File: config.mk
export PLATFORM = sky130hd
export DESIGN_NAME = multicycle_control_fsm
export DESIGN_NICKNAME = d
export VERILOG_FILES = /design/src/rtl/mips_ctrl_pkg.sv /design/src/rtl/multicycle_control_fsm.sv
export SDC_FILE = /design/constraint.sdc
export NUM_CORES = 1
export LEC_CHECK = 0
export CAP_MARGIN = 40
export CORE_MARGIN = 2
export CORE_UTILIZATION = 25
export DETAILED_ROUTE_END_ITERATION = 10
export RECOVER_POWER = 100
export SETUP_SLACK_MARGIN = 0.4
export SYNTH_ARGS = -nofsm -noshare
export SYNTH_HDL_FRONTEND = slang
export SYNTH_SLANG_ARGS = --single-unit
File: constraint.sdc
create_clock -name clk -period 4.05 [get_ports clk]
set_input_delay 0.81 -clock clk [delete_from_list [all_inputs] [get_ports clk]]
set_output_delay 0.81 -clock clk [all_outputs]
set_load 0.01 [all_outputs]
File: src/rtl/mips_ctrl_pkg.sv
// Shared encodings for the multicycle MIPS sequencing controller: states,
// opcodes, ALU operation codes and datapath mux select codes.
package mips_ctrl_pkg;

  typedef enum logic [3:0] {
    S_IDLE      = 4'd0,
    S_FETCH     = 4'd1,
    S_DECODE    = 4'd2,
    S_R_EXEC    = 4'd3,
    S_R_WB      = 4'd4,
    S_I_EXEC    = 4'd5,
    S_I_WB      = 4'd6,
    S_MEM_ADDR  = 4'd7,
    S_MEM_READ  = 4'd8,
    S_MEM_WB    = 4'd9,
    S_MEM_WRITE = 4'd10,
    S_BRANCH    = 4'd11,
    S_JUMP      = 4'd12
  } state_t;

  localparam logic [5:0] OP_RTYPE = 6'h00;
  localparam logic [5:0] OP_ADDI  = 6'h08;
  localparam logic [5:0] OP_ORI   = 6'h0D;
  localparam logic [5:0] OP_LW    = 6'h23;
  localparam logic [5:0] OP_SW    = 6'h2B;
  localparam logic [5:0] OP_BEQ   = 6'h04;
  localparam logic [5:0] OP_BNE   = 6'h05;
  localparam logic [5:0] OP_J     = 6'h02;

  localparam logic [2:0] ALU_OP_ADD   = 3'd0;
  localparam logic [2:0] ALU_OP_SUB   = 3'd1;
  localparam logic [2:0] ALU_OP_FUNCT = 3'd2;
  localparam logic [2:0] ALU_OP_OR    = 3'd3;

  localparam logic [1:0] PC_SRC_ALU    = 2'd0;
  localparam logic [1:0] PC_SRC_ALUOUT = 2'd1;
  localparam logic [1:0] PC_SRC_JUMP   = 2'd2;

  localparam logic [1:0] SRC_B_RT      = 2'd0;
  localparam logic [1:0] SRC_B_FOUR    = 2'd1;
  localparam logic [1:0] SRC_B_IMM     = 2'd2;
  localparam logic [1:0] SRC_B_IMM_SH2 = 2'd3;

  // Unsupported opcodes fall back to FETCH; the caller flags them as illegal.
  function automatic state_t decode_next(input logic [5:0] op);
    case (op)
      OP_RTYPE:        return S_R_EXEC;
      OP_ADDI, OP_ORI: return S_I_EXEC;
      OP_LW, OP_SW:    return S_MEM_ADDR;
      OP_BEQ, OP_BNE:  return S_BRANCH;
      OP_J:            return S_JUMP;
      default:         return S_FETCH;
    endcase
  endfunction

endpackage

File: src/rtl/multicycle_control_fsm.sv
// Multicycle MIPS sequencing controller: steps each instruction through
// FETCH/DECODE/EXEC/MEM/WB, drives datapath controls and counts retirements.
module multicycle_control_fsm
  import mips_ctrl_pkg::*;
#(
  parameter int CNT_W = 32
) (
  input  logic             clk,
  input  logic             reset,
  input  logic             en_i,
  input  logic [5:0]       opcode_i,
  input  logic             zero_i,
  input  logic             mem_ready_i,
  output logic             pc_en_o,
  output logic [1:0]       pc_src_o,
  output logic             iord_o,
  output logic             mem_read_o,
  output logic             mem_write_o,
  output logic             ir_write_o,
  output logic             reg_dst_o,
  output logic             mem_to_reg_o,
  output logic             reg_write_o,
  output logic             alu_src_a_o,
  output logic [1:0]       alu_src_b_o,
  output logic [2:0]       alu_op_o,
  output logic             illegal_o,
  output logic             instr_done_o,
  output logic [CNT_W-1:0] instr_count_o
);

  state_t state;
  state_t next_state;
  logic   retire;
  logic   illegal_now;

  logic pc_en_raw;
  logic ir_write_raw;
  logic mem_read_raw;
  logic mem_write_raw;
  logic reg_write_raw;

  always_comb begin
    next_state  = state;
    retire      = 1'b0;
    illegal_now = 1'b0;
    case (state)
      S_IDLE:      next_state = S_FETCH;
      S_FETCH:     if (mem_ready_i) next_state = S_DECODE;
      S_DECODE: begin
        next_state  = decode_next(opcode_i);
        illegal_now = (next_state == S_FETCH);
      end
      S_R_EXEC:    next_state = S_R_WB;
      S_I_EXEC:    next_state = S_I_WB;
      S_MEM_ADDR:  next_state = (opcode_i == OP_SW) ? S_MEM_WRITE : S_MEM_READ;
      S_MEM_READ:  if (mem_ready_i) next_state = S_MEM_WB;
      S_MEM_WRITE: begin
        if (mem_ready_i) begin
          next_state = S_FETCH;
          retire     = 1'b1;
        end
      end
      S_R_WB, S_I_WB, S_MEM_WB, S_BRANCH, S_JUMP: begin
        next_state = S_FETCH;
        retire     = 1'b1;
      end
      default:     next_state = S_IDLE;
    endcase
  end

  // With en_i low everything holds, including the one-cycle pulses.
  always_ff @(posedge clk or negedge reset) begin
    if (!reset) begin
      state         <= S_IDLE;
      illegal_o     <= 1'b0;
      instr_done_o  <= 1'b0;
      instr_count_o <= '0;
    end else if (en_i) begin
      state        <= next_state;
      illegal_o    <= illegal_now;
      instr_done_o <= retire;
      if (retire) instr_count_o <= instr_count_o + CNT_W'(1);
    end
  end

  always_comb begin
    pc_en_raw     = 1'b0;
    ir_write_raw  = 1'b0;
    mem_read_raw  = 1'b0;
    mem_write_raw = 1'b0;
    reg_write_raw = 1'b0;
    pc_src_o      = PC_SRC_ALU;
    iord_o        = 1'b0;
    reg_dst_o     = 1'b0;
    mem_to_reg_o  = 1'b0;
    alu_src_a_o   = 1'b0;
    alu_src_b_o   = SRC_B_RT;
    alu_op_o      = ALU_OP_ADD;
    case (state)
      S_FETCH: begin
        mem_read_raw = 1'b1;
        alu_src_b_o  = SRC_B_FOUR;
        pc_en_raw    = mem_ready_i;
        ir_write_raw = mem_ready_i;
      end
      S_DECODE:    alu_src_b_o = SRC_B_IMM_SH2;
      S_R_EXEC: begin
        alu_src_a_o = 1'b1;
        alu_op_o    = ALU_OP_FUNCT;
      end
      S_R_WB: begin
        reg_dst_o     = 1'b1;
        reg_write_raw = 1'b1;
      end
      S_I_EXEC: begin
        alu_src_a_o = 1'b1;
        alu_src_b_o = SRC_B_IMM;
        alu_op_o    = (opcode_i == OP_ORI) ? ALU_OP_OR : ALU_OP_ADD;
      end
      S_I_WB:      reg_write_raw = 1'b1;
      S_MEM_ADDR: begin
        alu_src_a_o = 1'b1;
        alu_src_b_o = SRC_B_IMM;
      end
      S_MEM_READ: begin
        iord_o       = 1'b1;
        mem_read_raw = 1'b1;
      end
      S_MEM_WB: begin
        mem_to_reg_o  = 1'b1;
        reg_write_raw = 1'b1;
      end
      S_MEM_WRITE: begin
        iord_o        = 1'b1;
        mem_write_raw = 1'b1;
      end
      // opcode_i[0] separates bne (taken on nonzero) from beq.
      S_BRANCH: begin
        alu_src_a_o = 1'b1;
        alu_op_o    = ALU_OP_SUB;
        pc_src_o    = PC_SRC_ALUOUT;
        pc_en_raw   = opcode_i[0] ? ~zero_i : zero_i;
      end
      S_JUMP: begin
        pc_src_o  = PC_SRC_JUMP;
        pc_en_raw = 1'b1;
      end
      default: ;
    endcase
  end

  assign pc_en_o     = pc_en_raw & en_i;
  assign ir_write_o  = ir_write_raw & en_i;
  assign mem_read_o  = mem_read_raw & en_i;
  assign mem_write_o = mem_write_raw & en_i;
  assign reg_write_o = reg_write_raw & en_i;

endmodule

==> summary.md <==
| Metric | Value |
|---|---|
| Layout fillers | `917` |
| Data arrival, critical path | `2.79 ns` |
| Clock-pin slew on the worst setup and hold paths | `0.07 ns` |
| R2R Path End | `instr_count_o[25]$_DFFE_PN0P_` |
| Yosys cell types | `49` |
| Share of layout cells above drive strength 1 | `5.333%` |
| Post-Route WL | `5385 um` |
| Htree depth | `2` |
| GRT Total Usage | `a little under an eighth` |
| Worst vdd ir | `0.2135 mV` |
| IO Port Bufs | `a little under 60` |
| Clk root buf | `clkbuf_8` |
| Seq/Total Area, Yosys | `41.67%` |
| Synth cell count leaders | `dfrtp_1, nor2_1, nand2_1` |
| Hold Crit Class | `flip-flop to flip-flop` |
| Worst Tran Pin Value | `around 1.4 ns` |
| Number of global-route vias before repair | `1928` |
| Async SR Flop Fraction | `100.0%` |
| Starting Density | `25.92%` |
| CP Launch Point | `opcode_i[2]` |
| Top FF cell, synth | `dfrtp_1` |
| Synth Instances | `roughly 250` |
| DRT iter0 DRCs | `84` |
| Power Density | `420.8 nW/um^2` |
| Total CTS buffers | `5` |
| WS Path Type | `input port to primary output` |
| I/O pin total | `61` |
| Max Fclk | `277.7 MHz` |
| Worst path max stage delay | `0.67 ns` |
| Synth-to-layout area growth | `31.85%` |
| Origin of the critical flop-to-flop path | `state[2]$_DFFE_PN0P_` |
| Critical Path RT | `around 3.2 ns` |
| Most used cell, CP | `dlygate4sd3_1` |
| ANT nets after route | `0` |
| DR vias/cell | `4.728` |
| GPL Wtd Cong | `0.7384` |
| Max-slew violations | `0` |
| R2R setup slack | `1.60 ns` |
| Antenna violations before repair | `0` |
| Yosys top cell by area | `dfrtp_1` |
| CP endpoint kind | `primary output` |
| First-pass iteration count of the detailed router | `4` |
| Period Utilization, post-route | `approximately nine tenths` |
| Crit path to | `alu_op_o[1]` |
| N_diodes | `0` |
| Multi-input gate area | `~1200 sq um` |
| Pleak | `0.001460 uW` |
| Status | `finished clean` |
| Crit path cell chain | `dlygate4sd3_1 > nand2_1 > nor4_1 > mux2i_1 > nor3b_1 > dlygate4sd3_1` |
| Crit-path max FO | `8` |
| Crit. path cell count | `6` |
| Grt total ovfl | `0` |
| Max-Cap Viols | `0` |
| Chip Width | `about 100 um` |
| Final Util | `34.17%` |
| Number of synthesized flops with an enable pin | `0` |
| Largest net degree at the start of global routing | `27` |
| Family with the most delay on the worst path | `buffers and inverters` |
| Synth Cell Area | `2282 sq um` |
| Final Hold Fails | `0` |
| TNS Setup | `0 ns` |
| Crit path buf inv count | `2` |
| Skew final | `0.01357 ns` |
| DRC | `0` |
| Total core area | `8806 sq um` |
| Final Worst Setup Slack | `0.4494 ns` |
| Clk sinks | `38` |
| Yosys top cell area share | `between 40% and 50%` |
| Syn_area_per_cell | `9.315 sq um` |
| Vias | `1929` |
| RSZ-0062 raised after global routing | `no` |
| Storage element area | `between 900 and 1000 sq um` |
| Final setup violation count | `0` |
| Headroom to the max-slew limit | `4.308%` |
| Final layout net count | `around 310` |
| CP startpoint kind | `input port` |
| Synth top area cells | `dfrtp_1, xor2_1, xnor2_1` |
| Total power | `1266 uW` |
| Count leader, synth | `dfrtp_1` |
| CTS tree | `built` |
| Dpl hpwl | `3919 um` |
| First-pass GRT wire length | `between 9000 and 10000 um` |
| Syn_nets | `~260` |
| Die ar. | `between 9000 and 10000 sq um` |
| Clk Latency, worst-skew pair | `0.28 ns` |
| R2r worst-path depth | `5` |
| Die Span Y | `roughly 100 um` |
| Setup WS pre-CTS | `about 0.47 ns` |
| Register bit total from synthesis | `38` |
| Period minus WS final | `3.601 ns` |
| Row count | `34` |
| WL/cell | `13.20 um` |
| Min-delay src | `instr_count_o[31]$_DFFE_PN0P_` |
| Syn. warnings | `0` |
| Slowest stage cell, crit path | `dlygate4sd3_1` |
| CTS max path bufs | `2` |
## area by class of cell
type | count | area share [%]
Timing Repair Buffer | 60 | 19.63
Clock inverter | 3 | 1.331
Multi-Input combinational cell | 186 | 39.67
Tap cell | 108 | 4.491
Sequential cell | 38 | 31.60
Inverter | 8 | 0.9979
Clock buffer | 5 | 2.287
## report_power, final
group	internal, uW	switching (uW)
sequential	419	131
clock	181	132
combinational	218	185
total	819	448
## state kept, by name, indices dropped and copies added, names as in the netlist
signal,cells
state,4
instr_count_o,32
illegal_o,1
instr_done_o,1
## worst reg2reg max path: stages, from the launching register on
cell and delay [ns]:
dfrtp_1 0.77, nor2b_1 0.25, a32o_1 0.29, nand4_1 0.47, nor4_1 0.42, xor2_1 0.18
## repair_timing
| action | CTS | global route |
|---|---|---|
| setup endpoints to repair | 0 | 2 |
| buffers inserted | 0 | 0 |
| endpoints found under the hold margin | 0 | 0 |
| resized for setup | 0 | 2 |
| hold buffers | 0 | 0 |
## logic make-up after synthesis
logic type / Yosys count / share of synthesized area [%]
adder cells (fa/ha/maj): 1 / 0.5482
AND/OR/NAND/NOR: 119 / 30.26
XOR/XNOR: 33 / 12.66
buffers and inverters: 21 / 4.386
multiplexers: 4 / 1.864
AO/OA/AOI/OAI: 28 / 8.443
other: 1 / 0.1643
flip-flops: 38 / 41.67
## cell usage in the layout (no fill, tap or decap), types with 2 or more instances in the layout
| master | n |
|---|---|
| xor2_1 | 20 |
| nor2b_1 | 7 |
| dfrtp_1 | 38 |
| nand2_1 | 25 |
| nand2b_1 | 5 |
| nand4_2 | 2 |
| a21oi_1 | 7 |
| nor4_1 | 4 |
| clkdlybuf4s50_1 | 6 |
| xnor2_1 | 13 |
| and2_1 | 2 |
| a21o_1 | 2 |
| o41ai_1 | 2 |
| inv_1 | 8 |
| clkbuf_8 | 5 |
| nor2_1 | 28 |
| and4_1 | 3 |
| clkinv_2 | 2 |
| dlygate4sd3_1 | 51 |
| and3_1 | 3 |
| or4_1 | 2 |
| nand3_1 | 9 |
| nor3_1 | 14 |
| nand4_1 | 7 |
| o21ai_0 | 3 |
| o2bb2ai_1 | 2 |
| a31oi_1 | 3 |
| mux2i_1 | 2 |
| mux2_2 | 2 |
| o31ai_1 | 2 |
| nor3b_1 | 2 |
| clkbuf_1 | 2 |
## per-layer routing
metal | track usage [%] | vias to the layer above | share of wire, %
met4 | 2.845 | 0 | 1.0
met1 | 15.41 | 921 | 47
met3 | 2.178 | 5 | 4.6
met2 | 19.02 | 46 | 48
met5 | 0 | - | 0
li1 | - | 957 | -
## stage by stage
| step | hold slack, ns | cell area (sq um) | cells |
|---|---|---|---|
| finish | 0.4592 | 3009 | 408 |
| detailed placement | 0.4578 | 2953 | 400 |
| global placement | 0.4591 | 2933 | 399 |
| floorplan | 0.5039 | 2282 | 245 |
| global route | 0.4788 | 3009 | 408 |
| CTS | 0.4094 | 3062 | 408 |
## how the worst min path moves through the flow
stage	end	slack (ns)	cells past startpoint
after floorplan	instr_count_o[31]$_DFFE_PN0P_	0.50	1
after global placement	instr_count_o[31]$_DFFE_PN0P_	0.46	1
after detailed placement	instr_count_o[31]$_DFFE_PN0P_	0.46	1
after CTS	instr_count_o[18]$_DFFE_PN0P_	0.41	1
after global routing	instr_count_o[31]$_DFFE_PN0P_	0.48	1
final	instr_count_o[31]$_DFFE_PN0P_	0.46	1
Note: power is estimated with default switching activity, not from simulation.
